==> config.mk <==
export PLATFORM = sky130hd
export DESIGN_NAME = ghost_mode_ctrl
export DESIGN_NICKNAME = d
export VERILOG_FILES = /design/src/rtl/ghost_mode_ctrl.sv
export SDC_FILE = /design/constraint.sdc
export NUM_CORES = 1
export LEC_CHECK = 0
export CAP_MARGIN = 0
export CORE_MARGIN = 2
export CORE_UTILIZATION = 40
export DETAILED_ROUTE_END_ITERATION = 16
export GPL_TIMING_DRIVEN = 0
export PLACE_DENSITY = 0.65
export SLEW_MARGIN = 0
export SYNTH_ARGS = -nofsm -noshare
export SYNTH_HDL_FRONTEND = slang
export SYNTH_SLANG_ARGS = --single-unit
==> constraint.sdc <==
create_clock -name clk -period 2.4 [get_ports clk]
set_input_delay 0.36 -clock clk [delete_from_list [all_inputs] [get_ports clk]]
set_output_delay 0.36 -clock clk [all_outputs]
set_load 0.005 [all_outputs]
==> src/rtl/ghost_mode_ctrl.sv <==
// ghost_mode_ctrl
//   Per-ghost behaviour controller. It sequences the SCATTER/CHASE wave
//   schedule and handles the frightened (FRIGHT) and returning-to-pen (EATEN)
//   modes. It also picks the steering target for the direction logic and
//   paces ghost movement with a per-mode frame divider.
//
// Ports
//   clk, rst_n            : clock, asynchronous active-low reset
//   frame_tick            : one-cycle pulse per video frame
//   power_pellet          : one-cycle pulse, Pac-Man ate a power pellet
//   ghost_eaten           : one-cycle pulse, Pac-Man caught this ghost
//   ghost_home            : level, ghost is inside the pen
//   xPacLoc, yPacLoc      : Pac-Man position
//   mode                  : 00 SCATTER, 01 CHASE, 10 FRIGHT, 11 EATEN
//   target_x, target_y    : steering target
//   move_en               : one-cycle step enable
//   reverse               : one-cycle pulse, ghost must turn around
//   flash                 : frightened mode is about to end
//
// state   | meaning
// SCATTER | head for the home corner, base timer running
// CHASE   | head for Pac-Man, base timer running (saturates after wave 4)
// FRIGHT  | wander pseudo-randomly, base timer frozen
// EATEN   | eyes return to the pen, base timer frozen
module ghost_mode_ctrl #(
  parameter int          SCATTER_FRAMES = 420,
  parameter int          CHASE_FRAMES   = 1200,
  parameter int          FRIGHT_FRAMES  = 360,
  parameter int          FLASH_FRAMES   = 120,
  parameter int          NORM_DIV       = 2,
  parameter int          FRIGHT_DIV     = 4,
  parameter int          EATEN_DIV      = 1,
  parameter logic [10:0] CORNER_X       = 11'd0,
  parameter logic [10:0] CORNER_Y       = 11'd0,
  parameter logic [10:0] HOME_X         = 11'd320,
  parameter logic [10:0] HOME_Y         = 11'd240
) (
  input  logic        clk,
  input  logic        rst_n,
  input  logic        frame_tick,
  input  logic        power_pellet,
  input  logic        ghost_eaten,
  input  logic        ghost_home,
  input  logic [10:0] xPacLoc,
  input  logic [10:0] yPacLoc,
  output logic [1:0]  mode,
  output logic [10:0] target_x,
  output logic [10:0] target_y,
  output logic        move_en,
  output logic        reverse,
  output logic        flash
);

  localparam logic [1:0] ST_SCATTER = 2'b00;
  localparam logic [1:0] ST_CHASE   = 2'b01;
  localparam logic [1:0] ST_FRIGHT  = 2'b10;
  localparam logic [1:0] ST_EATEN   = 2'b11;

  localparam int TW = 16;
  localparam int DW = 8;

  localparam logic [TW-1:0] SC_LAST = TW'(SCATTER_FRAMES - 1);
  localparam logic [TW-1:0] CH_LAST = TW'(CHASE_FRAMES - 1);
  localparam logic [TW-1:0] FR_LAST = TW'(FRIGHT_FRAMES - 1);
  // A flash window at least as long as FRIGHT collapses to "flash from timer 0".
  localparam int            FL_START_I = (FLASH_FRAMES >= FRIGHT_FRAMES) ? 0
                                         : (FRIGHT_FRAMES - FLASH_FRAMES);
  localparam logic [TW-1:0] FL_START = TW'(FL_START_I);

  localparam logic [DW-1:0] NORM_LAST   = DW'(NORM_DIV - 1);
  localparam logic [DW-1:0] FRIGHT_LAST = DW'(FRIGHT_DIV - 1);
  localparam logic [DW-1:0] EATEN_LAST  = DW'(EATEN_DIV - 1);

  logic [1:0]    r_mode;
  logic          r_base;      // 0 = SCATTER, 1 = CHASE
  logic [TW-1:0] r_btmr;
  logic [2:0]    r_wave;
  logic [TW-1:0] r_ftmr;
  logic [DW-1:0] r_div;
  logic [15:0]   r_lfsr;
  logic [10:0]   r_tx;
  logic [10:0]   r_ty;
  logic          r_move_en;
  logic          r_reverse;
  logic          r_flash;

  logic [1:0]    w_mode_nxt;
  logic          w_base_nxt;
  logic [TW-1:0] w_btmr_nxt;
  logic [2:0]    w_wave_nxt;
  logic [TW-1:0] w_ftmr_nxt;
  logic          w_rev_nxt;
  logic [DW-1:0] w_div_last;
  logic [DW-1:0] w_div_nxt;
  logic          w_mv_nxt;
  logic          w_flash_nxt;
  logic [15:0]   w_lfsr_nxt;
  logic [10:0]   w_tx_nxt;
  logic [10:0]   w_ty_nxt;

  // Mode sequencing. Pellet beats base-timer expiry (timer not advanced);
  // ghost_eaten beats both pellet restart and fright expiry.
  always_comb begin
    w_mode_nxt = r_mode;
    w_base_nxt = r_base;
    w_btmr_nxt = r_btmr;
    w_wave_nxt = r_wave;
    w_ftmr_nxt = r_ftmr;
    w_rev_nxt  = 1'b0;
    case (r_mode)
      ST_SCATTER, ST_CHASE: begin
        if (power_pellet) begin
          w_mode_nxt = ST_FRIGHT;
          w_base_nxt = r_mode[0];
          w_ftmr_nxt = '0;
          w_rev_nxt  = 1'b1;
        end else if (frame_tick) begin
          if (r_mode == ST_SCATTER) begin
            if (r_btmr == SC_LAST) begin
              w_mode_nxt = ST_CHASE;
              w_btmr_nxt = '0;
              w_wave_nxt = r_wave + 3'd1;
              w_rev_nxt  = 1'b1;
            end else begin
              w_btmr_nxt = r_btmr + 1'b1;
            end
          end else if (r_btmr == CH_LAST) begin
            // After the fourth wave CHASE is permanent; timer holds at its last value.
            if (r_wave < 3'd4) begin
              w_mode_nxt = ST_SCATTER;
              w_btmr_nxt = '0;
              w_rev_nxt  = 1'b1;
            end
          end else begin
            w_btmr_nxt = r_btmr + 1'b1;
          end
        end
      end
      ST_FRIGHT: begin
        if (ghost_eaten) begin
          w_mode_nxt = ST_EATEN;
        end else if (power_pellet) begin
          w_ftmr_nxt = '0;
        end else if (frame_tick) begin
          if (r_ftmr == FR_LAST) begin
            w_mode_nxt = {1'b0, r_base};
          end else begin
            w_ftmr_nxt = r_ftmr + 1'b1;
          end
        end
      end
      default: begin
        if (ghost_home) begin
          w_mode_nxt = {1'b0, r_base};
        end
      end
    endcase
  end

  // Step divider follows the mode being entered; a mode change restarts it.
  always_comb begin
    case (w_mode_nxt)
      ST_FRIGHT: w_div_last = FRIGHT_LAST;
      ST_EATEN:  w_div_last = EATEN_LAST;
      default:   w_div_last = NORM_LAST;
    endcase
    w_div_nxt = r_div;
    w_mv_nxt  = 1'b0;
    if (w_mode_nxt != r_mode) begin
      w_div_nxt = '0;
    end else if (frame_tick) begin
      w_div_nxt = (r_div == w_div_last) ? '0 : r_div + 1'b1;
      w_mv_nxt  = (w_div_nxt == w_div_last);
    end
  end

  assign w_lfsr_nxt  = {r_lfsr[14:0], r_lfsr[15] ^ r_lfsr[13] ^ r_lfsr[12] ^ r_lfsr[10]};
  assign w_flash_nxt = (w_mode_nxt == ST_FRIGHT) && (w_ftmr_nxt >= FL_START);

  // Target is chosen from the mode being entered so it changes on the same edge as mode.
  always_comb begin
    case (w_mode_nxt)
      ST_CHASE: begin
        w_tx_nxt = xPacLoc;
        w_ty_nxt = yPacLoc;
      end
      ST_FRIGHT: begin
        w_tx_nxt = w_lfsr_nxt[10:0];
        w_ty_nxt = w_lfsr_nxt[15:5];
      end
      ST_EATEN: begin
        w_tx_nxt = HOME_X;
        w_ty_nxt = HOME_Y;
      end
      default: begin
        w_tx_nxt = CORNER_X;
        w_ty_nxt = CORNER_Y;
      end
    endcase
  end

  always_ff @(posedge clk or negedge rst_n) begin
    if (!rst_n) begin
      r_mode    <= ST_SCATTER;
      r_base    <= 1'b0;
      r_btmr    <= '0;
      r_wave    <= '0;
      r_ftmr    <= '0;
      r_div     <= '0;
      r_lfsr    <= 16'hACE1;
      r_tx      <= CORNER_X;
      r_ty      <= CORNER_Y;
      r_move_en <= 1'b0;
      r_reverse <= 1'b0;
      r_flash   <= 1'b0;
    end else begin
      r_mode    <= w_mode_nxt;
      r_base    <= w_base_nxt;
      r_btmr    <= w_btmr_nxt;
      r_wave    <= w_wave_nxt;
      r_ftmr    <= w_ftmr_nxt;
      r_div     <= w_div_nxt;
      r_lfsr    <= w_lfsr_nxt;
      r_tx      <= w_tx_nxt;
      r_ty      <= w_ty_nxt;
      r_move_en <= w_mv_nxt;
      r_reverse <= w_rev_nxt;
      r_flash   <= w_flash_nxt;
    end
  end

  assign mode     = r_mode;
  assign target_x = r_tx;
  assign target_y = r_ty;
  assign move_en  = r_move_en;
  assign reverse  = r_reverse;
  assign flash    = r_flash;

endmodule
==> qor.yml <==
status: "finished with violations"
failed_checks: "setup timing"
min_delay_path_depth: 0
route.detailed.vias_per_inst: 5.53
netlist_top_cells_area: "sky130_fd_sc_hd__dfrtp_1, sky130_fd_sc_hd__dfstp_2, sky130_fd_sc_hd__a22o_1"
highest-signal-layer: "met4"
worst_slack_ps: -215
detailed_route_drc_error_count: 0
die_area_sq_mm: 0.0113
synth_async_sr_flop_share_pct: 100
critical_path.startpoint_type: "flip-flop"
r2r-start: "r_btmr[12]$_DFFE_PN0P_"
post_synth_inst_count: 413
synth_top_cell_by_area: "sky130_fd_sc_hd__dfrtp_1"
synth_edf_count: 0
grt-ovfl-total: 0
clk_root_buffer_cell: "sky130_fd_sc_hd__clkbuf_8"
clock_path_buffers: 2
most_frequent_cell_after_synthesis: "sky130_fd_sc_hd__dfrtp_1"
final_hold_vio_count: 0
mappedNetlistArea_sq_mm: 0.00417
post_synth.cell_area_avg_sq_um: 10.1
netlist.area_leader.share_pct: 47.4
total_i_o_pin_count: 55
ys_seq_elements: 87
final.period_utilization_pct: 109
wirelength_mm: 10.2
crit_type: "flip-flop to flip-flop"
seq_area_frac_synth_pct: 52.5
worstRegToRegCells: 7
routed-wl-met2_mm: 4.70
synthFlopType: "sky130_fd_sc_hd__dfrtp_1"
transition_at_the_pin_with_the_smallest_max_transition_slack_ps: 483
synth_warnings: 0
fin_crit_ps: 2620
place.port_buffers: 53
detailed_route_wire_length_per_cell_um: 16.0
nNetsFinal: 527
post_layout_nonfiller_instances: 636
detailed_place_hpwl_mm: 6.60
drt-pass1-iter-count: 5
power.static_leakage_nw: 2.39
number_of_antenna_violations_at_the_first_check_in_global_routing: 0
place_congestion: 0.857
syn_to_final_growth_pct: 32.0
antenna_left: 0
hold_ws_ps: 384
skew_ps: 7.27
drv_slew: 0
rsz0062_at_grt: "true"
met3_length_um: 812
core_region_area_sq_mm: 0.0102
power_density_mw_per_mm2: 951
grt_pass1_wl_mm: 16.7
tritoncts_clock_tree: "done"
cts_buffers: 9
fp-row-count: 37
required_ps: 2650
setup.worst_path.end_class: "flip-flop"
syn_nets: 445
detail_route.iter0.violations: 144
hold_path.class: "flip-flop to flip-flop"
die_width_um: 106
report.final.setup_viol: 18
floorplan.initialDensity_pct: 40.7
clk-insertion-delay-late_ps: 360
vias: 3517
worstSetupStartpoint: "r_btmr[12]$_DFFE_PN0P_"
crit_arrival_ps: 2860
post_route_cells_drive_above_1_share_pct: 18.4
grt_start_max_net_pins: 59
detail_route.wirelength.met1_mm: 4.60
insertedDiodeCount: 0
hold_start: "r_lfsr[10]$_DFF_PN1_"
die_height_um: 106
global_routing_usage_summed_across_all_routing_layers_pct: 18.6
post_synth_num_cell_types: 52
ir_drop_mv: 0.468
cts.htree.levels: 3
critical_path_peak_fanout: 5
cts.sinks: 87
maxCapViolCount: 0
grt_pass1_vias: 3447
placedCellCount: 603
synthTopCellsByCount: "sky130_fd_sc_hd__dfrtp_1, sky130_fd_sc_hd__nand2_1, sky130_fd_sc_hd__o21ai_0"
timing.max_slew.rel_slack_pct: 67.8
cts.clk_slew.worst_paths_ps: 100
clock.fmax_ghz: 0.382
-- state kept, by name (all words and copies together), names as in the netlist --
signal and flops:
target_x 11, r_lfsr 16, move_en 1, r_ftmr 16, reverse 1, r_div 8
r_base 1, r_wave 3, target_y 11, mode 2, r_btmr 16, flash 1
-- power by group --
| group | total, W | switching [W] | internal [W] |
|---|---|---|---|
| clock network | 0.00117 | 0.000577 | 0.000598 |
| logic | 0.00221 | 0.00109 | 0.00112 |
| registers | 0.00185 | 0.000150 | 0.00170 |
-- metal layers --
metal  vias to the layer above  track usage [%]
met3                         8             6.93
li1                       1669                -
met4                         0             4.70
met2                       109             29.4
met1                      1731             24.1
met5                         -                0
-- layout by cell type, fill, tap and decap left out, types with 7 or more instances in the layout --
master	instances
sky130_fd_sc_hd__dfrtp_1	77
sky130_fd_sc_hd__clkdlybuf4s50_1	50
sky130_fd_sc_hd__nand2_1	38
sky130_fd_sc_hd__o21ai_0	27
sky130_fd_sc_hd__nor2_1	25
sky130_fd_sc_hd__buf_4	23
sky130_fd_sc_hd__nand3_1	19
sky130_fd_sc_hd__a22o_1	19
sky130_fd_sc_hd__xnor2_1	13
sky130_fd_sc_hd__nand4_1	12
sky130_fd_sc_hd__inv_1	11
sky130_fd_sc_hd__a31oi_1	11
sky130_fd_sc_hd__xor2_1	10
sky130_fd_sc_hd__and3_1	9
sky130_fd_sc_hd__clkbuf_8	9
sky130_fd_sc_hd__clkbuf_1	8
sky130_fd_sc_hd__a21oi_1	8
sky130_fd_sc_hd__dfstp_2	8
sky130_fd_sc_hd__nor3_1	7
-- final timing paths --
path	endpoint	slack [ps]
min reg2reg	r_lfsr[11]$_DFF_PN1_	380
max reg2reg	move_en$_DFF_PN0_	-220
max	move_en$_DFF_PN0_	-220
max in group asynchronous	r_lfsr[10]$_DFF_PN1_	1250
min	r_lfsr[11]$_DFF_PN1_	380
min in group asynchronous	r_btmr[13]$_DFFE_PN0P_	480
-- cell type report --
type / instances / area [sq um]
clock inverter: 7 / 101
sequential: 87 / 2190
tap: 136 / 170
fill: 943 / 4730
timing repair buffer: 79 / 777
clock buffer: 9 / 124
multi-input combinational: 290 / 2000
inverter: 11 / 41.3
buffer: 17 / 105
-- kinds of logic after synthesis --
kind of cell	synth area share [%]
AOI/OAI and AO/OA	15.2
xor gates and xnor gates	4.83
adders and majority gates	1.20
buffers and inverters	3.45
DFF	52.5
muxes	0.780
and+or+nand+nor	22.1
-- per-stage QoR --
| step | area [sq um] | worst slack [ps] | TNS [ps] | util, % | total power, W |
|---|---|---|---|---|---|
| global placement | 4870 | -2230 | -208610 | 47.6 | 0.00357 |
| CTS | 5290 | -179 | -1310 | 51.7 | 0.00496 |
| detailed placement | 4900 | -976 | -24370 | 47.9 | 0.00361 |
| finish | 5500 | -215 | -2210 | 53.8 | 0.00523 |
| floorplan | 4170 | -4.00 | -4.00 | - | 0.00286 |
| global route | 5500 | -305 | -3550 | 53.8 | 0.00557 |
-- repair_timing --
action,4_1_cts,5_1_grt
endpoints found under the hold margin,29,0
hold buffers,1,0
pin swaps,7,18
endpoints found under the setup margin,47,44
buffers inserted,12,11
gates resized for setup,30,30
gates cloned,0,1
-- critical path, cell delays in order, from the launching register on --
cell and delay (ps):
sky130_fd_sc_hd__dfrtp_1 400, sky130_fd_sc_hd__or4_4 540, sky130_fd_sc_hd__and4bb_1 320, sky130_fd_sc_hd__a311oi_2 130, sky130_fd_sc_hd__o31a_1 330, sky130_fd_sc_hd__nand4b_4 200
sky130_fd_sc_hd__a31o_1 220, sky130_fd_sc_hd__a2111oi_4 360
(Power assumes the default switching activity.)
